## src/rtl/axi_rd_req_gen.sv

```systemverilog
// Strided 2-D tile read-request generator: walks rows of a tile descriptor and
// emits word-aligned read requests clipped to a maximum burst and to 4 KB pages.
module axi_rd_req_gen #(
    parameter int AXI_DATA_W      = 64,
    parameter int ADDR_W          = 32,
    parameter int TX_SIZE_WIDTH   = 10,
    parameter int MAX_BURST_WORDS = 16,
    parameter int CNT_W           = 16
) (
    input  logic                     clk,
    input  logic                     reset,
    input  logic                     cfg_start,
    input  logic [ADDR_W-1:0]        cfg_base_addr,
    input  logic [CNT_W-1:0]         cfg_row_words,
    input  logic [ADDR_W-1:0]        cfg_stride,
    input  logic [CNT_W-1:0]         cfg_num_rows,
    output logic                     busy,
    output logic                     done,
    output logic                     rd_req,
    input  logic                     rd_ready,
    output logic [TX_SIZE_WIDTH-1:0] rd_req_size,
    output logic [ADDR_W-1:0]        rd_addr
);

    localparam int WORD_BYTES = AXI_DATA_W / 8;
    localparam int WB_SHIFT   = $clog2(WORD_BYTES);
    // Chunk arithmetic width: wide enough for a row length, a page's worth of
    // words and the burst limit, so nothing is truncated before the min.
    localparam int CW_A = (CNT_W > TX_SIZE_WIDTH + 1) ? CNT_W : TX_SIZE_WIDTH + 1;
    localparam int CW   = (CW_A > 13) ? CW_A : 13;
    localparam logic [CW-1:0]            MAX_CW = CW'(MAX_BURST_WORDS);
    localparam logic [TX_SIZE_WIDTH-1:0] MAX_TX = TX_SIZE_WIDTH'(MAX_BURST_WORDS);

    typedef enum logic [1:0] {
        S_IDLE,
        S_CALC,
        S_REQ,
        S_DONE
    } state_t;

    state_t state, state_next;

    // Handshake: rd_req is valid; a request transfers on a rising edge where
    // rd_req && rd_ready. While rd_req && !rd_ready, rd_req/rd_addr/rd_req_size
    // hold; rd_req never drops without a transfer except on reset.

    logic [ADDR_W-1:0] row_start, row_start_n;
    logic [ADDR_W-1:0] stride_q, stride_n;
    logic [CNT_W-1:0]  row_words_q, row_words_n;
    logic [CNT_W-1:0]  num_rows_q, num_rows_n;
    logic [CNT_W-1:0]  row_idx, row_idx_n;
    logic [CNT_W-1:0]  row_rem, row_rem_n;
    logic              req_n, busy_n, done_n;
    logic [ADDR_W-1:0] addr_n;
    logic [TX_SIZE_WIDTH-1:0] size_n;

    logic              accept;
    logic [CNT_W-1:0]  rem_after;
    logic [ADDR_W-1:0] addr_after;
    logic [ADDR_W-1:0] next_row_start;
    logic              row_end;
    logic              row_last;

    logic [11:0]       chunk_off;
    logic [CNT_W-1:0]  chunk_rem;
    logic [12:0]       room_bytes;
    logic [CW-1:0]     room_words;
    logic [CW-1:0]     rem_cw;
    logic [CW-1:0]     min_rm;
    logic              rem_le_max;
    logic              room_lt;
    logic [TX_SIZE_WIDTH-1:0] chunk_size;

    assign accept = rd_req && rd_ready;

    // Position after the current request and the operands of the next chunk.
    always_comb begin
        rem_after      = row_rem - CNT_W'(rd_req_size);
        addr_after     = rd_addr + (ADDR_W'(rd_req_size) << WB_SHIFT);
        next_row_start = row_start + stride_q;
        row_end        = (rem_after == '0);
        row_last       = ((row_idx + CNT_W'(1)) == num_rows_q);
        chunk_off      = row_start[11:0];
        chunk_rem      = row_words_q;
        if (state == S_REQ) begin
            if (row_end) begin
                chunk_off = next_row_start[11:0];
            end else begin
                chunk_off = addr_after[11:0];
                chunk_rem = rem_after;
            end
        end
    end

    // Chunk = min(row remainder, burst limit, words left in the 4 KB page).
    always_comb begin
        room_bytes = 13'h1000 - {1'b0, chunk_off};
        room_words = CW'(room_bytes >> WB_SHIFT);
        rem_cw     = CW'(chunk_rem);
        rem_le_max = (rem_cw <= MAX_CW);
        min_rm     = rem_le_max ? rem_cw : MAX_CW;
        room_lt    = (room_words < min_rm);
        if (room_lt) begin
            chunk_size = TX_SIZE_WIDTH'(room_words);
        end else if (rem_le_max) begin
            chunk_size = TX_SIZE_WIDTH'(rem_cw);
        end else begin
            chunk_size = MAX_TX;
        end
    end

    always_ff @(posedge clk) begin
        if (reset) begin
            state <= S_IDLE;
        end else begin
            state <= state_next;
        end
    end

    always_comb begin
        state_next  = state;
        row_start_n = row_start;
        stride_n    = stride_q;
        row_words_n = row_words_q;
        num_rows_n  = num_rows_q;
        row_idx_n   = row_idx;
        row_rem_n   = row_rem;
        req_n       = rd_req;
        addr_n      = rd_addr;
        size_n      = rd_req_size;

        case (state)
            S_IDLE: begin
                if (cfg_start) begin
                    state_next  = S_CALC;
                    row_start_n = cfg_base_addr;
                    stride_n    = cfg_stride;
                    row_words_n = cfg_row_words;
                    num_rows_n  = cfg_num_rows;
                    row_idx_n   = '0;
                    row_rem_n   = '0;
                end
            end
            S_CALC: begin
                if (num_rows_q == '0 || row_words_q == '0) begin
                    state_next = S_DONE;
                end else begin
                    state_next = S_REQ;
                    req_n      = 1'b1;
                    addr_n     = row_start;
                    size_n     = chunk_size;
                    row_rem_n  = row_words_q;
                end
            end
            S_REQ: begin
                if (accept) begin
                    if (row_end && row_last) begin
                        state_next = S_DONE;
                        req_n      = 1'b0;
                    end else if (row_end) begin
                        row_idx_n   = row_idx + CNT_W'(1);
                        row_start_n = next_row_start;
                        row_rem_n   = row_words_q;
                        addr_n      = next_row_start;
                        size_n      = chunk_size;
                    end else begin
                        row_rem_n = rem_after;
                        addr_n    = addr_after;
                        size_n    = chunk_size;
                    end
                end
            end
            S_DONE: begin
                state_next = S_IDLE;
            end
            default: begin
                state_next = S_IDLE;
                req_n      = 1'b0;
            end
        endcase

        busy_n = (state_next != S_IDLE);
        done_n = (state_next == S_DONE);
    end

    always_ff @(posedge clk) begin
        if (reset) begin
            row_start   <= '0;
            stride_q    <= '0;
            row_words_q <= '0;
            num_rows_q  <= '0;
            row_idx     <= '0;
            row_rem     <= '0;
            rd_req      <= 1'b0;
            rd_addr     <= '0;
            rd_req_size <= '0;
            busy        <= 1'b0;
            done        <= 1'b0;
        end else begin
            row_start   <= row_start_n;
            stride_q    <= stride_n;
            row_words_q <= row_words_n;
            num_rows_q  <= num_rows_n;
            row_idx     <= row_idx_n;
            row_rem     <= row_rem_n;
            rd_req      <= req_n;
            rd_addr     <= addr_n;
            rd_req_size <= size_n;
            busy        <= busy_n;
            done        <= done_n;
        end
    end

    a_stall_hold: assert property (@(posedge clk) disable iff (reset)
        (rd_req && !rd_ready) |=> (rd_req && $stable(rd_addr) && $stable(rd_req_size)));

    a_size_range: assert property (@(posedge clk) disable iff (reset)
        rd_req |-> (rd_req_size != '0 && rd_req_size <= MAX_TX));

    a_done_quiet: assert property (@(posedge clk) disable iff (reset)
        done |-> (!rd_req && busy));

endmodule

```

## config.mk

```make
export PLATFORM = sky130hd
export DESIGN_NAME = axi_rd_req_gen
export DESIGN_NICKNAME = d
export VERILOG_FILES = /design/src/rtl/axi_rd_req_gen.sv
export SDC_FILE = /design/constraint.sdc
export NUM_CORES = 1
export LEC_CHECK = 0
export ABC_CLOCK_PERIOD_IN_PS = 13230
export CORE_MARGIN = 8
export CORE_UTILIZATION = 61
export CTS_CLUSTER_SIZE = 30
export DETAILED_ROUTE_END_ITERATION = 12
export PLACE_DENSITY_LB_ADDON = 0.05
export SETUP_SLACK_MARGIN = 0.2
export SYNTH_ARGS = -nofsm -noshare
export SYNTH_HDL_FRONTEND = slang
export SYNTH_SLANG_ARGS = --single-unit
```

## constraint.sdc

```tcl
create_clock -name clk -period 13.23 [get_ports clk]
set_input_delay 2.646 -clock clk [delete_from_list [all_inputs] [get_ports clk]]
set_output_delay 2.646 -clock clk [all_outputs]
set_load 0.05 [all_outputs]
```

==> impl_metrics.csv <==
group,metric,value,unit
floorplanning,die_y,154.7,um
synth,syn-mean-instance-area,7.672,sq um
critical_path,critPathTopFamily,"compound AO/OA/AOI/OAI gates",
routing,drtPass1Iterations,6,
sta,layout_setup_ws,6.517,ns
power,p_leak,5.358,nW
sta,max_freq,149.0,MHz
power,p_seq_frac,0.238,
grt,grt_pass1_wl,58220,um
sta,fin_crit_sh,0.5074,
critical_path,cp.arrival,7.04,ns
power,p_int,1.683,mW
synth,synth.most_common_cell,"nand2_1",
critical_path,ff2ff_path_depth,22,
grt,met1_usage,0.3726,
grt,track_usage,0.2975,
power,p_clk_frac,0.168,
critical_path,crit_required,13.56,ns
clock_tree,cts_setup_buffers,0,
sta,setup_viol,0,
min_path,hold_path.class,"flop to flop",
synth,netlist_instances,1530,
critical_path,critPathBufInv,1,
power,powerDensity,238.2,mW/mm^2
grt,met2_usage,0.4920,
synth,synth.area.top_cells,"dfxtp_1 30%, nand2_1 8.4%, a21oi_1 8.0%",
min_path,worstHoldStart,"stride_q[10]",
floorplanning,dieArea,0.02394,sq mm
floorplanning,chipWidth,154.7,um
critical_path,critPathMaxStageDelay,0.62,ns
critical_path,critPathSlowestCell,"or2_1",
outcome,status,"complete, no violations",
synth,ys_types,90,
placement,gp_congestion,0.9179,
synth,synth_ff_type,"dfxtp_1",
min_path,holdPathEnd,"stride_q[10]",
clock_tree,clk_pin_slew_worst_paths,0.07,ns
power,ir_worst_vdd,131.1,uV
grt,antenna_found_initial,1,
critical_path,path_cells,"inv_1 -> ha_1 -> or2_2 -> a21oi_1 -> nand2_1 -> o21ai_1 -> mux2_4 -> nand4bb_1 -> or2_1 -> a311oi_4 -> nand4_4 -> nor3_2 -> xor2_1 -> ha_1 -> a21oi_1 -> nor2b_1 -> o21ai_0 -> nand2_1 -> a2111oi_0 -> a31o_2 -> nor4_1 -> a211o_1",
grt,top_usage_layer,"met2",
sta,post-route-min-period,6.713,ns
sta,relSlewSlack,0.3018,
critical_path,endpoint_kind,"flop",
routing,vias_per_cell,6.320,
sta,hold-worst-slack,0.4599,ns
final_layout,fillCellCount,1527,
floorplanning,top_level_ports,145,
routing,drc,0,
critical_path,crit_fanout,14,
final_layout,syn_to_final_growth,17.63,%
floorplanning,rows,50,
critical_path,r2r-start,"rd_req_size[7]",
clock_tree,cts.sinks,175,
routing,ant_nets,0,
placement,portBuffers,144,
clock_tree,ctsHoldBuffers,0,
synth,yosysWarnings,0,
routing,vias,11790,
sta,fin_tns_setup,0,ns
clock_tree,h-tree-depth,4,
final_layout,diodes,0,
power,p_comb_frac,0.594,
grt,grt_max_degree,99,
placement,place_hpwl,26120,um
synth,synth_common_cells,"263 x nand2_1, 188 x a21oi_1, 175 x dfxtp_1, 115 x nor2_1, 67 x ha_1",
sta,hold_violations,0,
synth,yosysTopAreaCell,"dfxtp_1",
routing,drt_iter0_markers,928,
grt,grtUsageMet3,0.05461,
synth,syn-cell-area,0.01174,sq mm
routing,routed_wl,35950,um
synth,async_reset_ff_frac,0,
clock_tree,cts_buffers,17,
clock_tree,post_cts_resized,0,
grt,grt_pass1_vias,11390,
synth,synth_edf_count,0,
grt,gr-total-overflow,0,
power,p_sw,1.606,mW
final_layout,design_area,0.01381,sq mm
floorplanning,initial_core_util,0.6254,
clock_tree,cts_tree,"done",
synth,ys_seq_area_frac,0.2985,
power,p_sw_frac,0.4882,
flow_run,cap_violations,0,
critical_path,critPathKind,"flop to flop",
routing,wire_per_inst,19.27,um
clock_tree,clk_latency,0.44,ns
sta,tightest_slew,1.047,ns
sta,finClkSkew,0.01263,ns
clock_tree,clockBufferDepth,2,
critical_path,crit_path_start_kind,"flop",
sta,rsz0062_at_grt,"no",
min_path,worstHoldPathCells,2,
clock_tree,clock-root-buffer,"clkbuf_16",
floorplanning,fp.coreArea,0.01877,sq mm
critical_path,r2r_slack,6.52,ns
placement,placed_area,0.01317,sq mm
final_layout,drive_above_1_share,0.06066,
final_layout,layout.nets,1790,
synth,synth_top_cell_area_share,0.2985,
placement,pre_cts_slack,6.623,ns
synth,synth_seq_cells,175,
critical_path,timing.rr.end,"rd_req_size[4]",
sta,slew_violations,0,
-- registers in the layout, indices dropped and copies added, names as in the netlist --
register and flops:
row_start 32, stride_q 32, num_rows_q 16, rd_req 1, busy 1, state 2, row_rem 16, rd_req_size 10
rd_addr 32, row_idx 16, done 1, row_words_q 16
-- cell usage in the layout (no fill, tap or decap), types with 8 or more instances in the layout --
master / n
nand2_1: 262
a21oi_1: 188
dfxtp_1: 175
clkdlybuf4s50_1: 143
nor2_1: 115
ha_1: 66
o21ai_0: 61
xnor2_1: 50
nand3_1: 44
inv_1: 38
xor2_1: 38
nor3_1: 37
a21o_1: 28
o211ai_1: 22
nor4_1: 17
clkbuf_16: 17
o21ai_1: 16
and3_1: 15
a221oi_1: 14
a211oi_1: 13
o21a_1: 12
buf_4: 12
or3_1: 11
a31oi_1: 11
nand4_1: 10
a22o_1: 10
a311oi_1: 10
nand2b_1: 9
and2_1: 9
or2_2: 8
nor3b_1: 8
or4_1: 8
-- worst reg2reg max path: stages (launching register included) --
cell	delay, ns
dfxtp_1	0.41
inv_1	0.07
ha_1	0.41
or2_2	0.33
a21oi_1	0.36
nand2_1	0.09
o21ai_1	0.19
mux2_4	0.35
nand4bb_1	0.47
or2_1	0.62
a311oi_4	0.54
nand4_4	0.24
nor3_2	0.28
xor2_1	0.25
ha_1	0.28
a21oi_1	0.13
nor2b_1	0.06
o21ai_0	0.15
nand2_1	0.10
a2111oi_0	0.58
a31o_2	0.35
nor4_1	0.07
a211o_1	0.28
-- how the worst max path moves through the flow --
stage	start	to	slack, ns	cells past startpoint
6_report	rd_req_size[7]	rd_req_size[4]	6.52	22
5_1_grt	rd_req_size[7]	rd_req_size[4]	6.05	22
4_1_cts	rd_req_size[7]	rd_req_size[4]	6.61	22
3_5_place_dp	rd_req_size[7]	rd_req_size[4]	6.62	22
3_3_place_gp	rd_req_size[7]	rd_req_size[4]	6.85	22
2_1_floorplan	rd_req_size[1]	rd_req_size[4]	7.31	25
-- area by class of cell --
type                    instances  area (sq um)  area share
multi-input cells            1232          7707      0.5582
inverters                      39         146.4     0.01060
flip-flops and latches        175          3503      0.2537
clock inverters                13         196.4     0.01423
clock buffers                  18         439.2     0.03181
well taps                     234         292.8     0.02121
repair buffers                155          1521      0.1102
-- power groups by stage --
stage               registers (mW)  logic (mW)  clock network [mW]
floorplan                    0.874        1.34                   0
global placement             0.787        1.89                   0
detailed placement           0.789        1.92                   0
CTS                          0.779        1.93               0.557
global route                 0.798        2.13               0.579
finish                       0.783        1.95               0.553
-- through the flow --
stage                     utilization  power [mW]  cells
after floorplan                     -       2.219   1534
after global placement         0.7018       2.678   1835
after detailed placement       0.7018       2.707   1835
after CTS                      0.7357       3.269   1866
after global routing           0.7357       3.509   1866
final                          0.7357       3.289   1866
-- kinds of logic after synthesis --
logic type	Yosys count	share of synthesized area
mux	10	0.009594
simple gates	586	0.2360
xor+xnor	88	0.06566
other cells	1	0.0003195
compound gates	473	0.2661
buf+inv	127	0.04733
flops	175	0.2985
fa+ha+maj	70	0.07654
-- metal layers --
layer / vias up / share of wire
li1: 5686 / -
met1: 5535 / 0.43
met2: 474 / 0.47
met3: 96 / 0.069
met4: 2 / 0.032
met5: - / 0.00036
Note: power is estimated with default switching activity, not from simulation.
